$ cat src/rtl/pattern_fetch_sequencer.sv
// Scanline fetch controller: fetches sprite pattern rows during hblank, then streams
// background words and per-pixel shift enables to the 9-lane shifter during active video.
module pattern_fetch_sequencer #(
    parameter int ADDR_W      = 16,
    parameter int LINE_PIXELS = 256
) (
    input  logic                  clk,
    input  logic                  reset,
    input  logic                  line_start,
    input  logic                  pixel_tick,
    input  logic [7:0]            sprite_valid,
    input  logic [8*9-1:0]        sprite_x,
    input  logic [8*ADDR_W-1:0]   sprite_row_addr,
    input  logic [ADDR_W-1:0]     bg_base_addr,
    output logic                  mem_req,
    output logic [ADDR_W-1:0]     mem_addr,
    input  logic                  mem_ack,
    input  logic [31:0]           mem_rdata,
    output logic [9*32-1:0]       load_data,
    output logic                  load_sprite,
    output logic                  load_background,
    output logic [8:0]            enable,
    output logic                  busy,
    output logic                  line_done,
    output logic                  underrun
);

    localparam logic [5:0] WORDS  = 6'(LINE_PIXELS / 16);
    localparam logic [8:0] LAST_X = 9'(LINE_PIXELS - 1);

    typedef enum logic [2:0] {IDLE, SPR_FETCH, SPR_LOAD, BG_FIRST, ACTIVE} state_t;

    state_t                state;
    logic [2:0]            spr_idx;
    logic [7:0]            valid_q;
    logic [8*9-1:0]        x_q;
    logic [8*ADDR_W-1:0]   row_q;
    logic [ADDR_W-1:0]     bg_q;
    logic [8:0]            pixel_x;
    logic [7:0][4:0]       shifts;
    logic [5:0]            word_k;
    logic                  need;
    logic                  pending;
    logic                  discard;

    logic ack_ok;
    logic tick;
    logic last_tick;
    logic reload;
    logic will_issue;

    assign ack_ok     = mem_req && mem_ack;
    assign tick       = (state == ACTIVE) && pixel_tick;
    assign last_tick  = tick && (pixel_x == LAST_X);
    assign reload     = tick && (pixel_x[3:0] == 4'hF) && !last_tick;
    assign will_issue = need && !mem_req;
    assign busy       = (state != IDLE);

    always_comb begin
        enable    = '0;
        enable[8] = tick;
        for (int i = 0; i < 8; i++) begin
            enable[i] = tick && valid_q[i] && (pixel_x >= x_q[9*i +: 9]) && (shifts[i] < 5'd16);
        end
    end

    // word_k is the index of the background word currently being fetched (or next to fetch);
    // discard marks an outstanding request whose data must be dropped when it finally acks.
    always_ff @(posedge clk or negedge reset) begin
        if (!reset) begin
            state           <= IDLE;
            spr_idx         <= '0;
            valid_q         <= '0;
            x_q             <= '0;
            row_q           <= '0;
            bg_q            <= '0;
            pixel_x         <= '0;
            shifts          <= '0;
            word_k          <= '0;
            need            <= 1'b0;
            pending         <= 1'b0;
            discard         <= 1'b0;
            mem_req         <= 1'b0;
            mem_addr        <= '0;
            load_data       <= '0;
            load_sprite     <= 1'b0;
            load_background <= 1'b0;
            line_done       <= 1'b0;
            underrun        <= 1'b0;
        end else begin
            load_sprite     <= 1'b0;
            load_background <= 1'b0;
            line_done       <= 1'b0;

            if (ack_ok) begin
                mem_req <= 1'b0;
                discard <= 1'b0;
            end

            for (int i = 0; i < 8; i++) begin
                if (enable[i]) shifts[i] <= shifts[i] + 5'd1;
            end

            case (state)
                IDLE: begin
                    if (line_start) begin
                        valid_q  <= sprite_valid;
                        x_q      <= sprite_x;
                        row_q    <= sprite_row_addr;
                        bg_q     <= bg_base_addr;
                        underrun <= 1'b0;
                        spr_idx  <= '0;
                        pixel_x  <= '0;
                        shifts   <= '0;
                        word_k   <= '0;
                        need     <= 1'b0;
                        pending  <= 1'b0;
                        state    <= SPR_FETCH;
                    end
                end

                SPR_FETCH: begin
                    if (!valid_q[spr_idx] || (ack_ok && !discard)) begin
                        load_data[32*int'(spr_idx) +: 32] <= valid_q[spr_idx] ? mem_rdata : 32'h0;
                        if (spr_idx == 3'd7) begin
                            load_sprite <= 1'b1;
                            state       <= SPR_LOAD;
                        end else begin
                            spr_idx <= spr_idx + 3'd1;
                        end
                    end else if (!mem_req) begin
                        mem_req  <= 1'b1;
                        mem_addr <= row_q[ADDR_W*int'(spr_idx) +: ADDR_W];
                    end
                end

                SPR_LOAD: begin
                    if (!mem_req) begin
                        mem_req  <= 1'b1;
                        mem_addr <= bg_q;
                        state    <= BG_FIRST;
                    end
                end

                BG_FIRST: begin
                    if (ack_ok && !discard) begin
                        load_data[8*32 +: 32] <= mem_rdata;
                        load_background       <= 1'b1;
                        word_k                <= 6'd1;
                        need                  <= (6'd1 < WORDS);
                        state                 <= ACTIVE;
                    end
                end

                ACTIVE: begin
                    if (pixel_tick) pixel_x <= pixel_x + 9'd1;

                    if (ack_ok && !discard) begin
                        load_data[8*32 +: 32] <= mem_rdata;
                        pending               <= 1'b1;
                        word_k                <= word_k + 6'd1;
                    end

                    if (will_issue) begin
                        mem_req  <= 1'b1;
                        mem_addr <= bg_q + ADDR_W'(word_k);
                        need     <= 1'b0;
                    end

                    // A late word is skipped: the shifter gets zeros and whatever request is
                    // in flight for it is left to complete and then thrown away.
                    if (reload) begin
                        load_background <= 1'b1;
                        if (pending) begin
                            pending <= 1'b0;
                            need    <= (word_k < WORDS);
                        end else begin
                            load_data[8*32 +: 32] <= 32'h0;
                            underrun              <= 1'b1;
                            pending               <= 1'b0;
                            word_k                <= word_k + 6'd1;
                            need                  <= ((word_k + 6'd1) < WORDS);
                            discard               <= (mem_req && !mem_ack) || will_issue;
                        end
                    end

                    if (last_tick) begin
                        line_done <= 1'b1;
                        need      <= 1'b0;
                        pending   <= 1'b0;
                        discard   <= (mem_req && !mem_ack) || will_issue;
                        state     <= IDLE;
                    end
                end

                default: state <= IDLE;
            endcase
        end
    end

endmodule

$ cat config.mk
export PLATFORM = sky130hd
export DESIGN_NAME = pattern_fetch_sequencer
export DESIGN_NICKNAME = d
export VERILOG_FILES = /design/src/rtl/pattern_fetch_sequencer.sv
export SDC_FILE = /design/constraint.sdc
export NUM_CORES = 1
export LEC_CHECK = 0
export ABC_CLOCK_PERIOD_IN_PS = 6500
export CORE_MARGIN = 2
export CORE_UTILIZATION = 45
export DETAILED_ROUTE_END_ITERATION = 16
export HOLD_SLACK_MARGIN = 0.06
export PLACE_DENSITY_LB_ADDON = 0.12
export SYNTH_ARGS = -nofsm -noshare
export SYNTH_HDL_FRONTEND = slang
export SYNTH_SLANG_ARGS = --single-unit
$ cat constraint.sdc
create_clock -name clk -period 6.5 [get_ports clk]
set_input_delay 1.3 -clock clk [delete_from_list [all_inputs] [get_ports clk]]
set_output_delay 1.3 -clock clk [all_outputs]
set_load 0.05 [all_outputs]
==> impl_metrics.csv, run 1 <==
group,metric,value,unit
floorplan,die_w,247,um
global_routing,grt_pass1_wl,133,mm
placed_design,numPortBuffers,579,
routing,drt_wl_total,87.9,mm
worst_setup_path,rrSetupSlack,2.59,ns
clock_network,cts_buffer_depth,3,
floorplan,io_pins,580,
synth,synth_top_cells_by_area,"dfrtp_1 56%, nand2_1 14%, o21ai_0 7.1%",
power,power_leakage,0.0161,uW
timing,slew_viol_final,0,
worst_hold_path,min_path_type,"flop to flop",
routing,wl_per_cell,21.1,um
clock_network,ctsResizeCount,0,
routing,drc_errors,0,
global_routing,track_usage,28.6,%
worst_setup_path,critPathLaunch,"pixel_tick",
timing,finalCriticalPeriod,5.18,ns
placed_design,dp_hpwl,62.7,mm
run_status,status,"finished clean",
synth,synth.distinct_cells,76,
clock_network,numCtsBuffers,66,
routing,dr_wl_met3,6.32,mm
synth,synth.avg_cell_area,9.47,sq um
worst_setup_path,rr_startpoint,"spr_idx[2]",
routing,routed_via_density,5.49,
timing,setup_violations,0,
placed_design,gp_congestion,0.876,
timing,finalCritPeriodShare,79.7,%
synth,synth_top_area_share,56.0,%
routing,dr.pass1.iters,5,
finish,final_net_count,3686,
synth,synth_nets,3170,
clock_network,cts_tree,"built",
clock_network,clk_pin_slew,0.06,ns
global_routing,grt_max_degree,145,
synth,synth_edf_count,0,
worst_setup_path,reg2regPathDepth,7,
power,power.total,18300,uW
worst_setup_path,worst_path_largest_cell_delay,0.92,ns
placed_design,placed_area,33200,sq um
timing,hold_violations,0,
synth,ys.flop_type,"dfrtp_1",
global_routing,grt_pass1_vias,22503,
routing,wl_met1,36.2,mm
worst_hold_path,hold_depth,2,
routing,top_layer,"met5",
clock_network,cts_root_buf,"clkbuf_16",
clock_network,holdBufCountCts,0,
worst_hold_path,min-delay-start,"row_q[117]",
worst_hold_path,whs_endpoint,"row_q[117]",
synth,ys_async_sr_fraction,100,%
synth,ys.warnings.count,0,
clock_network,clock-sinks,597,
run,cap_violations,0,
worst_setup_path,crit_path_top_delay_cell,"clkdlybuf4s50_1",
synth,synth_cells,2815,
routing,vias,22857,
placed_design,pre_cts_ws,1.31,ns
worst_setup_path,endpoint_kind,"primary output",
timing,clock_skew,0.0184,ns
worst_setup_path,r2r_end,"load_data[262]",
power,powerDensity,517,nW/um^2
clock_network,clkLatencyLatePin,0.60,ns
worst_setup_path,critPathRequiredTime,5.20,ns
timing,slew_headroom,15.7,%
timing,worst_pin_slew,1.26,ns
floorplan,initial_core_util,45.4,%
synth,seq_area_frac_synth,56.0,%
finish,stdcell_area,35400,sq um
floorplan,die_height,247,um
finish,layout-drive-gt1-share,5.95,%
synth,yosysTopAreaCell,"dfrtp_1",
worst_setup_path,worstSetupStartpointType,"input pin",
routing,wl_met2,42.0,mm
routing,drtIter0Drc,1804,
timing,holdWs,0.471,ns
synth,synth_area,26700,sq um
global_routing,antenna_found_initial,15,
worst_setup_path,critPathKind,"input pin to primary output",
worst_setup_path,cpMostUsedCell,"clkdlybuf4s50_1",
routing,ant_nets,0,
global_routing,grt-ovfl-total,0,
floorplan,core_area,58800,sq um
power,max-vdd-ir-drop,0.441,mV
synth,ys_ff_latch,597,
clock_network,htreeDepth,3,
worst_setup_path,cp_cell_sequence,"clkdlybuf4s50_1 -> nand4bb_1 -> buf_4 -> or4_1 -> nor2_1 -> clkdlybuf4s50_1",
worst_setup_path,path_max_fanout,20,
floorplan,dieArea,61200,sq um
timing,setup_slack,1.32,ns
timing,fmax,0.193,GHz
timing,rsz0062_at_grt,"false",
finish,area_growth,32.6,%
timing,tns,0,ns
worst_setup_path,arrival,3.88,ns
clock_network,cts_setup_buffers,0,
floorplan,rows,89,
## critical path, delay by kind of cell
| kind | cells | cell delay (ns) |
|---|---|---|
| simple gates | 3 | 0.90 |
| buf+inv | 3 | 1.66 |
## area by class of cell
type	count	area (sq um)
Inverter	93	349
Antenna cell	10	25.0
Clock buffer	99	1980
Clock inverter	18	175
Multi-Input combinational cell	1968	10900
Timing Repair Buffer	605	6060
Sequential cell	597	14900
Tap cell	773	967
Fill cell	5060	23400
## how the worst max path moves through the flow
stage,cells after the start,slack (ns),to
after floorplan,4,2.32,enable[5]
after global placement,6,1.34,enable[7]
after detailed placement,6,1.31,enable[7]
after CTS,6,1.32,enable[7]
after global routing,6,1.25,enable[7]
final,6,1.32,enable[7]
## stage by stage
step | utilization (%) | cells
final | 60.2 | 4163
after global routing | 60.2 | 4162
after CTS | 60.1 | 4153
after detailed placement | 56.5 | 4036
after global placement | 56.5 | 4036
after floorplan | - | 2815
## cell usage after synthesis (5+ instances only)
| cell | n |
|---|---|
| a2111oi_0 | 19 |
| a211oi_1 | 6 |
| a21oi_1 | 62 |
| a22o_1 | 29 |
| a22oi_1 | 5 |
| a31o_2 | 11 |
| a31oi_1 | 33 |
| a41o_1 | 8 |
| a41oi_1 | 10 |
| and3_1 | 18 |
| buf_1 | 6 |
| buf_2 | 9 |
| clkbuf_1 | 137 |
| dfrtp_1 | 597 |
| ha_1 | 93 |
| inv_1 | 90 |
| mux2i_1 | 11 |
| mux4_2 | 33 |
| nand2_1 | 966 |
| nand2b_1 | 10 |
| nand3_1 | 22 |
| nand4_1 | 5 |
| nor2_1 | 85 |
| nor2b_1 | 12 |
| nor3_1 | 14 |
| nor4_1 | 14 |
| o21a_1 | 15 |
| o21ai_0 | 376 |
| o21ai_1 | 6 |
| o22ai_1 | 5 |
| o31a_1 | 5 |
| or3_1 | 9 |
| or4_1 | 10 |
| xnor2_1 | 7 |
| xor2_1 | 7 |
## placed cells by master (no fill, tap or decap), drive strengths merged, types with 5 or more instances in the layout
cell type	count
a22oi	5
a31o	11
xnor2	7
diode	10
o21a	15
clkdlybuf4s50	578
nand4	5
nor2	85
o21ai	383
dfrtp	597
o22ai	5
inv	93
nand3	22
ha	93
nor3b	5
and3	18
nor4	14
clkinv	14
o31a	5
xor2	7
buf	27
mux4	34
or4	11
a22o	29
a41o	8
nor2b	12
nand2b	10
nor3	14
a21oi	63
a211oi	6
a31oi	33
or3	9
nand2	966
a2111oi	19
mux2i	12
a41oi	10
clkbuf	99
## kinds of logic (layout without fill, tap and decap cells)
logic type,count (synthesis),count (layout),synth area share (%)
simple gates,1188,1188,18.1
compound gates,625,625,13.9
flops,597,597,56.0
other cells,0,10,0
fa+ha+maj,94,94,4.44
xor+xnor,14,14,0.460
mux,47,47,3.42
buf+inv,250,815,3.67
## power breakdown
| part | switching (uW) | internal (uW) |
|---|---|---|
| logic | 5830 | 2770 |
| clock network | 1520 | 2220 |
| registers | 852 | 5110 |
| total | 8200 | 10100 |
## layer usage
layer | global-route usage, % | vias up
li1 | - | 10606
met1 | 37.4 | 11291
met2 | 46.5 | 783
met3 | 6.38 | 169
met4 | 11.1 | 8
met5 | 0 | -
Note: power is estimated with default switching activity, not from simulation.
==> run 2, diff against run 1 <==
- ABC_CLOCK_PERIOD_IN_PS: 6500 -> 5000
- clock period: 6.5 -> 5 ns (I/O delays scaled with it)
==> impl_metrics.csv, run 2 (synthesized netlist as in run 1, its figures left out) <==
group,metric,value,unit
worst_hold_path,min_path_type,"input pin to asynchronous set/reset pin",
routing,vias,22824,
timing,fmax,0.246,GHz
clock_network,cts_setup_buffers,0,
finish,final_net_count,3693,
run,cap_violations,0,
floorplan,die_w,247,um
worst_setup_path,critPathKind,"flop to primary output",
finish,final_common_cell,"nand2_1",
routing,routed_via_density,5.47,
global_routing,top_usage_layer,"met2",
worst_setup_path,endpoint_kind,"primary output",
routing,drt_wl_total,87.1,mm
global_routing,track_usage,28.2,%
power,power_leakage,0.0162,uW
global_routing,grt_util_met2,45.5,%
routing,dr.pass1.iters,5,
timing,tns,0,ns
routing,wl_per_cell,20.9,um
global_routing,grt-ovfl-total,0,
global_routing,met3_usage,5.84,%
timing,setup_slack,0.931,ns
finish,area_growth,33.5,%
floorplan,core_area,58800,sq um
clock_network,cts_tree,"built",
worst_setup_path,cp_cell_sequence,"ha_1 -> a2111oi_0 -> o21ai_0 -> a41oi_1 -> nor2_1 -> buf_12",
clock_network,ctsResizeCount,0,
timing,clock_skew,0.0188,ns
timing,slew_viol_final,0,
worst_setup_path,crit_family,"compound AO/OA/AOI/OAI gates",
worst_setup_path,worstSetupStartpointType,"flop",
clock_network,clk_pin_slew,0.06,ns
clock_network,cts_root_buf,"clkbuf_16",
clock_network,clkLatencyLatePin,0.60,ns
global_routing,grt_pass1_wl,132,mm
global_routing,use_met1,37.7,%
global_routing,grt_pass1_vias,22457,
routing,drtIter0Drc,1588,
timing,finalCriticalPeriod,4.07,ns
placed_design,dp_hpwl,63.5,mm
power,powerDensity,670,nW/um^2
worst_setup_path,worst_path_largest_cell_delay,0.75,ns
clock_network,clock-sinks,597,
floorplan,dieArea,61200,sq um
clock_network,htreeDepth,3,
timing,rsz0062_at_grt,"false",
run_status,status,"finished clean",
global_routing,grt_max_degree,138,
floorplan,io_pins,580,
worst_setup_path,cp.buffers_inverters,1,
clock_network,holdBufCountCts,0,
finish,utilization,60.6,%
placed_design,gp_congestion,0.895,
floorplan,die_height,247,um
timing,hold_violations,0,
worst_setup_path,crit_path_top_delay_cell,"dfrtp_1",
placed_design,pre_cts_ws,1.04,ns
worst_setup_path,critPathRequiredTime,4.00,ns
timing,slew_headroom,30.5,%
global_routing,antenna_found_initial,14,
power,max-vdd-ir-drop,0.642,mV
clock_network,cts_buffer_depth,3,
floorplan,rows,89,
clock_network,numCtsBuffers,67,
finish,mostFrequentLayoutCells,"965 x nand2_1, 595 x dfrtp_1, 569 x clkdlybuf4s50_1",
timing,worst_pin_slew,1.04,ns
timing,finalCritPeriodShare,81.4,%
floorplan,initial_core_util,45.4,%
worst_setup_path,path_max_fanout,10,
timing,setup_violations,0,
routing,drc_errors,0,
placed_design,numPortBuffers,579,
worst_setup_path,arrival,3.07,ns
routing,ant_nets,0,
finish,layout-drive-gt1-share,6.61,%
## run 2: changes by cell type in the layout (fill, tap and decap cells not counted)
cell and change:
clkbuf_8 -1, buf_12 +14, clkinv_2 +2, buf_4 +1, clkinv_4 +4, clkdlybuf4s50_1 -9, diode_2 -1, clkinv_8 +2
clkinvlp_4 -1, inv_6 +2, clkbuf_1 -7
## run 2: layer usage
layer / up-vias / wire length (um) / share of wire, %
li1: 10620 / - / -
met1: 11187 / 36200 / 42
met2: 849 / 41100 / 47
met3: 156 / 6530 / 7.5
met4: 12 / 3160 / 3.6
met5: - / 75 / 0.086
## run 2: worst paths after layout
kind | startpoint | end | slack [ns] | cells after the start
max in group asynchronous | reset | asynchronous set/reset pin | 3.46 | 2
worst min register to register | row_q[97] | row_q[97] | 0.47 | 2
min in group clk | row_q[97] | row_q[97] | 0.47 | 2
worst max-delay path | pixel_x[8] | enable[1] | 0.93 | 6
worst min-delay path | reset | x_q[28] | 0.47 | 1
worst max register to register | spr_idx[2] | load_data[274] | 1.32 | 7
## run 2: through the flow
stage	hold slack, ns	cells	total power (uW)	area (sq um)
2_1_floorplan	0.440	2815	14800	26700
3_3_place_gp	0.453	4042	18700	33400
3_5_place_dp	0.457	4042	19000	33400
4_1_cts	0.471	4160	24000	35600
5_1_grt	0.483	4167	25200	35600
6_report	0.469	4169	23900	35600
## run 2: worst register-to-register path, delay by kind of cell, from the launching register on
family	cells	cell delay, ns
adder cells (fa/ha/maj)	1	0.35
AND/OR/NAND/NOR	2	0.95
buffers and inverters	2	0.39
flip-flops	1	0.88
AO/OA/AOI/OAI	2	1.04
## run 2: final cells by class
cell class,count,area [sq um]
flip-flops and latches,597,14900
multi-input cells,1968,10900
clock buffers,91,1940
clock inverters,27,263
well taps,773,967
repair buffers,611,6260
diodes,9,22.5
inverters,93,349
fillers,4931,23200
## run 2: report_power, final
group / internal, uW / switching (uW)
logic: 3630 / 7510
registers: 6640 / 1170
clock network: 2890 / 2020
